<file path="src/rtl/baud_acq_gen.sv">
// Baud-rate and acquisition-strobe generator for the UART Rx/Tx cores.
// A bit is RU acquisition periods of P+1 clocks followed by RD periods of P clocks.
module baud_acq_gen #(
    parameter int PERIOD_W = 12,
    parameter int NUM_W    = 4
) (
    input  logic                clk,
    input  logic                rst,
    input  logic                p_En_i,
    input  logic                p_Sync_i,
    input  logic [PERIOD_W-1:0] AcqPeriod_i,
    input  logic [NUM_W-1:0]    RoundUpNum_i,
    input  logic [NUM_W-1:0]    RoundDownNum_i,
    output logic                AcqSig_o,
    output logic                BaudSig_o,
    output logic [NUM_W:0]      AcqIndex_o,
    output logic                p_CfgErr_o
);

    localparam logic [PERIOD_W:0] ONE_P = 1;
    localparam logic [NUM_W:0]    ONE_N = 1;

    logic [PERIOD_W:0]   cnt;
    logic [PERIOD_W-1:0] p_sh;
    logic [NUM_W-1:0]    ru_sh;
    logic [NUM_W-1:0]    rd_sh;

    logic [NUM_W:0]      n_sh;
    logic [NUM_W:0]      n_in;
    logic [PERIOD_W:0]   len_m1;
    logic                term;
    logic                last;
    logic                hold;
    logic                bit_end;
    logic                load_sh;
    logic                cfg_bad_in;

    always_comb begin
        n_sh   = {1'b0, ru_sh} + {1'b0, rd_sh};
        n_in   = {1'b0, RoundUpNum_i} + {1'b0, RoundDownNum_i};
        // Round-up periods are one clock longer; computed one bit wider so P=max does not wrap.
        len_m1 = (AcqIndex_o < {1'b0, ru_sh}) ? {1'b0, p_sh} : ({1'b0, p_sh} - ONE_P);
        term   = (cnt == len_m1);
        last   = (AcqIndex_o == (n_sh - ONE_N));
        hold   = !p_En_i || p_CfgErr_o || p_Sync_i;
        bit_end    = !hold && term && last;
        load_sh    = !p_En_i || p_Sync_i || bit_end;
        cfg_bad_in = (AcqPeriod_i < PERIOD_W'(2)) || (n_in == '0);
    end

    always_ff @(posedge clk or negedge rst) begin
        if (!rst) begin
            cnt        <= '0;
            p_sh       <= '0;
            ru_sh      <= '0;
            rd_sh      <= '0;
            AcqSig_o   <= 1'b0;
            BaudSig_o  <= 1'b0;
            AcqIndex_o <= '0;
            p_CfgErr_o <= 1'b0;
        end else begin
            // Shadows only move between bits, so a bit in progress is never distorted.
            if (load_sh) begin
                p_sh       <= AcqPeriod_i;
                ru_sh      <= RoundUpNum_i;
                rd_sh      <= RoundDownNum_i;
                p_CfgErr_o <= cfg_bad_in;
            end
            AcqSig_o  <= 1'b0;
            BaudSig_o <= 1'b0;
            if (hold) begin
                cnt        <= '0;
                AcqIndex_o <= '0;
            end else if (term) begin
                cnt      <= '0;
                AcqSig_o <= 1'b1;
                if (last) begin
                    AcqIndex_o <= '0;
                    BaudSig_o  <= 1'b1;
                end else begin
                    AcqIndex_o <= AcqIndex_o + ONE_N;
                end
            end else begin
                cnt <= cnt + ONE_P;
            end
        end
    end

endmodule

</file>
<file path="config.mk">
export PLATFORM = sky130hd
export DESIGN_NAME = baud_acq_gen
export DESIGN_NICKNAME = d
export VERILOG_FILES = /design/src/rtl/baud_acq_gen.sv
export SDC_FILE = /design/constraint.sdc
export NUM_CORES = 1
export LEC_CHECK = 0
export ABC_AREA = 1
export BUFFER_PORTS_ARGS = -buffer_cell sky130_fd_sc_hd__buf_4
export CAP_MARGIN = 20
export CORE_ASPECT_RATIO = 0.75
export CORE_MARGIN = 4
export CORE_UTILIZATION = 59
export DETAILED_ROUTE_END_ITERATION = 16
export PLACE_DENSITY_LB_ADDON = 0.05
export SYNTH_ARGS = -nofsm -noshare
export SYNTH_HDL_FRONTEND = slang
export SYNTH_SLANG_ARGS = --single-unit
</file>
<file path="constraint.sdc">
create_clock -name clk -period 2.6 [get_ports clk]
set_clock_uncertainty 0.05 [all_clocks]
set_input_delay 0.26 -clock clk [delete_from_list [all_inputs] [get_ports clk]]
set_output_delay 0.26 -clock clk [all_outputs]
set_load 0.1 [all_outputs]
</file>
Word level (Yosys, flattened, before mapping). Index checks and enable logic that the tools add are counted.

Register bits: 41. Latch bits: 0. Memory bits (writable): 0. Bits in read-only memories: 0. Bits of input ports: 24. Output and inout port bits: 8. Logic and storage cells: 40. Memories: 0.

$add $sub $neg: 6. $mul: 0. Div/mod/pow operators: 0. $lt $le $gt $ge: 2. Equality and inequality tests: 2. Shifts and indexed selects: 0. Multiplexer cells: 11. Bitwise logic cells: 0. Reduce and logical (&&, ||, !) cells: 11.

Operators by type and width (number): $mux W13 (3); $mux W5 (3); $add A13 B1 Y13 const B (1); $eq A13 B13 Y1 (1); $sub A12 B1 Y13 const B (1); $lt A12 B2 Y1 const B (1); $add A4 B4 Y5 (2); $add A5 B1 Y5 const B (1); $eq A5 B5 Y1 (1); $logic_not A5 Y1 (1); $logic_or A1 B1 Y1 (5); $lt A5 B4 Y1 (1); $mux W1 (5); $sub A5 B1 Y5 const B (1); $logic_and A1 B1 Y1 (2); $logic_not A1 Y1 (2); $reduce_bool A2 Y1 (1).

Logic depth before layout (Yosys ltp).
Depth in word-level cells: 7. Mapped depth: 19. Depth with buffers taken out: 18.

Worst setup path after synthesis. OpenSTA, ideal clock, no wires.

Kind: reg2reg. Start point: reg AcqIndex_o[2]. End point: reg p_sh[0]. Setup time: 0.117 ns. Data arrival time: 2.812 ns. Required time: 2.433 ns. Path slack: -0.379 ns. Stages on the path, launching flop included: 18. Path buffers: 2. Clock period less this slack: 2.979 ns. Path through: dfrtp_1 ha_1 nand2_1 nor2_1 nor2_4 nand2_2 buf_6 nand2_1 nand2_1 nand2_1 nand2_1 nor2_1 nand3_1 nor2_2 nand3_2 buf_2 nand3_1 nand2_1.

Word-level cells in the longest chain between the ends: 6. Elaborated cells between the ends (all ways): 7. Those cells by class: order compare: 1; eq/ne: 2; mux: 1; reduce/logical: 3.

Ends and longest elaborated chain: start: declaration (line 16) `output logic [NUM_W:0] AcqIndex_o,`; start signal: assignment (line 81) `AcqIndex_o <= AcqIndex_o + ONE_N;`; $lt A5 B4 Y1 (line 42) `len_m1 = (AcqIndex_o < {1'b0, ru_sh}) ? {1'b0, p_sh} : ({1'b0, p_sh} - ONE_P);`; $mux W13 (line 42); $eq A13 B13 Y1 (line 43) `term = (cnt == len_m1);`; $logic_and A1 B1 Y1 (line 46) `bit_end = !hold && term && last;`; $logic_and A1 B1 Y1 * (line 46); $logic_or A1 B1 Y1 * (line 47) `load_sh = !p_En_i || p_Sync_i || bit_end;`; end signal: assignment (line 64) `p_sh <= AcqPeriod_i;`; end: declaration (line 24) `logic [PERIOD_W-1:0] p_sh;`.

Every way passes the cells marked *; elsewhere a longest branch is shown, timed or not. A chain may end at the register's enable or synchronous reset.

Worst setup path in the final report.
Start point: reg AcqIndex_o[3]. End point: reg p_sh[11].

Same word-level chain as after synthesis.

==> impl_results.rst <==
.. list-table::
   :header-rows: 1

   * - Metric
     - Value
   * - Detail-routed net length per standard cell
     - 14.30 microns
   * - Number of nets produced by synthesis
     - 435
   * - Total global-route track usage
     - 22.17%
   * - Minimum hold slack
     - 0.1136 ns
   * - Startpoint type of the worst setup path
     - flip-flop
   * - Part of the power in registers
     - 44.5%
   * - Critical Setup Path Class
     - flip-flop to flip-flop
   * - Synth-to-layout area growth
     - 25.70%
   * - Number of antenna violations at the first check in global routing
     - 0
   * - Wirelength, routed
     - 7.150 mm
   * - Number of buffers on the longest clock path
     - 2
   * - Die area
     - 5978 sq um
   * - Final antenna diode count
     - 0
   * - Async SR Flop Fraction
     - 100.0%
   * - Leading cell type in the layout, fill and taps excluded
     - nand2_1
   * - Final count of hold timing violations
     - 0
   * - Share of synthesized area occupied by flip-flops and latches
     - 36.27%
   * - Final Instance Area
     - 3556 sq um
   * - Total power
     - 1.574 mW
   * - Antenna violation net count after detailed routing
     - 0
   * - Clock share of power
     - 32.7%
   * - Routed via count
     - 2682
   * - Hold crit path type
     - input pin to flip-flop
   * - Synthesized area divided by synthesized cell count
     - 7.217 sq um
   * - Transition time at the pin with the least slew margin
     - 0.6881 ns
   * - Worst setup timing slack at the placement stage
     - -0.1238 ns
   * - Total of endpoints with negative setup slack in the final report
     - 21
   * - Setup slack on the worst flop-to-flop path
     - -0.07 ns
   * - Maximum capacitance violations
     - 0
   * - Router iterations before antenna repair
     - 5
   * - Internal power contribution
     - 1.108 mW
   * - Source of the worst hold timing path
     - RoundUpNum_i[3]
   * - Sw Pwr
     - 0.4659 mW
   * - Worst skew pair latency
     - 0.30 ns
   * - Util after Layout
     - 78.23%
   * - Number of max-slew violations in the final report
     - 0
   * - Post-route clock period utilization
     - 102.6%
   * - Worst vdd ir
     - 0.3765 mV
   * - Worst R2R Path Depth
     - 17
   * - First-pass GRT wire length
     - 10.15 mm
   * - Core region area
     - 4546 sq um
   * - DRC viols
     - 0
   * - Average vias per placed instance
     - 5.364
   * - RSZ-0062 raised after global routing
     - true
   * - Number of top-level design ports
     - 32
   * - Top library cells by usage in the layout, fill and taps aside
     - nand2_1 (115), inv_1 (54), nand3_1 (45)
   * - Number of warnings reported in the yosys synthesis log
     - 0
   * - Sink count of the clock tree
     - 41
   * - Status
     - finished, violations left
   * - Worst flop-to-flop path endpoint
     - p_sh[11]
   * - HPWL after detailed placement
     - 4.672 mm
   * - Critical-path maximum fanout
     - 10
   * - Share of power burned in combinational logic
     - 22.8%
   * - Cell-by-cell trace of the critical path
     - ha_4 -> nand2_4 -> nor2_4 -> nor2_4 -> buf_12 -> nand2_4 -> nand2_1 -> nand2_1 -> nand2_1 -> a21oi_1 -> nand4_1 -> nor2_4 -> nand3_4 -> nand2_4 -> clkbuf_16 -> nand2_1 -> nand2_1
   * - Worst-path cell with the longest stage delay
     - dfrtp_4
   * - Cell variety after synth
     - 27
   * - Synthesized netlist cell count
     - 392
   * - Total of flip-flops plus latches after synthesis
     - 41
   * - GRT overflow
     - 0
   * - TritonCTS clock tree
     - yes
   * - Leakage power of the design
     - 1.861 nW
   * - PnR worst setup slack
     - -0.06738 ns
   * - Fillcell total
     - 323
   * - CP max stage delay
     - 0.50 ns
   * - Data arrival time of the worst path
     - 2.85 ns
   * - Register Area
     - 1036 sq um
   * - Clk slew on worst S/H paths
     - 0.09 ns
   * - Total placed instance area
     - 3187 sq um
   * - Effective utilization at floorplan
     - 62.24%
   * - Die Span Y
     - 67.97 microns
   * - Number of CTS-inserted buffers
     - 5
   * - Area of the multi-input gates
     - 1670 sq um
   * - Post-synth top flop
     - dfrtp_1
   * - Violation count after the first detailed-route iteration
     - 262
   * - Highest Clock Rate
     - 374.9 MHz
   * - Library cell used as clock root buffer
     - clkbuf_8
   * - Data required time at the worst endpoint
     - 2.79 ns
   * - Netlist area before placement
     - 2829 sq um
   * - Fraction of power spent switching nets
     - 29.60%
   * - Failing checks
     - setup timing
   * - Worst-case hold path end point
     - ru_sh[3]
   * - Most repeated library cell on the critical path
     - nand2_1
   * - Buffers on Ports
     - 31
   * - Share of cells above drive strength 1
     - 20.54%
   * - Post-synth EDFFs
     - 0
   * - Placer congestion estimate
     - 0.8523
   * - Startpoint of the worst-slack reg-to-reg timing path
     - AcqIndex_o[3]
   * - PwrDens
     - 442.6 nW/um^2
   * - Clock H-tree levels
     - 2
   * - # rows
     - 21
   * - Number of instances on the worst hold path
     - 3
   * - Number of nets in the layout
     - 485
   * - Pin count of the biggest net entering global routing
     - 42
   * - Max-Slew Margin vs Limit
     - 53.78%
   * - Via count of the first global-routing pass
     - 2218
   * - Horiz. Die Dim
     - 87.96 microns
   * - Element type at the critical path end
     - flip-flop
   * - Tmin final
     - 2.667 ns
==> kinds of logic (layout without fill, tap and decap cells) <==
logic type                 after synthesis  after routing  synth area share, %
DFF                                     41             41                36.27
buffers and inverters                   66            115                9.775
adders and majority gates               19             19                8.934
AOI/OAI and AO/OA                        9              9                1.946
and+or+nand+nor                        235            237                36.27
xor gates and xnor gates                22             22                6.811
==> worst max-delay path, delay by kind of cell (launching register included) <==
kind / cells / cell delay (ns)
AND/OR/NAND/NOR: 13 / 1.35
flip-flops: 1 / 0.50
AO/OA/AOI/OAI: 1 / 0.13
buffers and inverters: 2 / 0.29
adder cells (fa/ha/maj): 1 / 0.30
==> metrics by stage <==
| stage | std cells | TNS [ns] |
|---|---|---|
| after floorplan | 392 | 0 |
| after global placement | 484 | -0.5992 |
| after detailed placement | 484 | -2.694 |
| after CTS | 493 | 0 |
| after global routing | 500 | -4.263 |
| final | 500 | -0.6884 |
==> flip-flops by register name, indices dropped and copies added (netlist names) <==
signal / flops
AcqIndex_o: 5
AcqSig_o: 1
BaudSig_o: 1
cnt: 13
p_CfgErr_o: 1
p_sh: 12
rd_sh: 4
ru_sh: 4
==> power by group through the flow <==
stage	Clock [mW]	Combinational, mW	Sequential [mW]
finish	0.514	0.359	0.701
floorplan	0	0.218	0.705
global route	0.549	0.404	0.704
CTS	0.512	0.318	0.697
global placement	0	0.302	0.709
detailed placement	0	0.312	0.710
==> how the worst max path moves through the flow <==
stage	slack, ns	cells past startpoint	start	to
after CTS	0.02	15	AcqIndex_o[3]	p_sh[7]
final	-0.07	17	AcqIndex_o[3]	p_sh[11]
after global placement	-0.04	17	AcqIndex_o[3]	p_sh[10]
after floorplan	0.0004	15	AcqIndex_o[4]	p_sh[0]
after global routing	-0.19	19	ru_sh[3]	p_sh[11]
after detailed placement	-0.12	17	AcqIndex_o[3]	p_sh[2]
==> cells in the mapped netlist (3+ instances only) <==
master    count  area [sq um]
nand2_1     122         457.9
inv_1        56         210.2
nand3_1      47         235.2
dfrtp_1      41          1026
nor2_1       36         135.1
ha_1         17         212.7
xor2_1       14         122.6
nor3_1        9         45.04
xnor2_1       8         70.07
a21oi_1       6         30.03
nand4_1       5         31.28
buf_6         3         33.78
nand2_2       3         18.77
nand3_2       3         30.03
nand3b_1      3         22.52
nor2_2        3         18.77
==> repair_timing <==
action	in CTS	in global routing
setup buffers	0	2
endpoints found under the setup margin	31	41
hold buffers	1	0
endpoints found under the hold margin	41	0
resized for setup	2	29
pin swaps	0	13
cloned	0	5
==> per-layer routing <==
metal | vias to the layer above | global-route usage, % | wire (microns)
met4 | 0 | 4.598 | 92
met2 | 102 | 34.30 | 3228
li1 | 1328 | - | -
met1 | 1240 | 32.42 | 3323
met5 | - | 0 | 0
met3 | 12 | 4.332 | 507
==> area by class of cell <==
cell class / count / area share [%]
Multi-Input combinational cell: 287 / 46.97
Sequential cell: 41 / 29.13
Timing Repair Buffer: 49 / 12.63
Inverter: 58 / 6.122
Clock buffer: 6 / 2.041
Tap cell: 57 / 2.006
Clock inverter: 2 / 1.091
(Power assumes the default switching activity.)
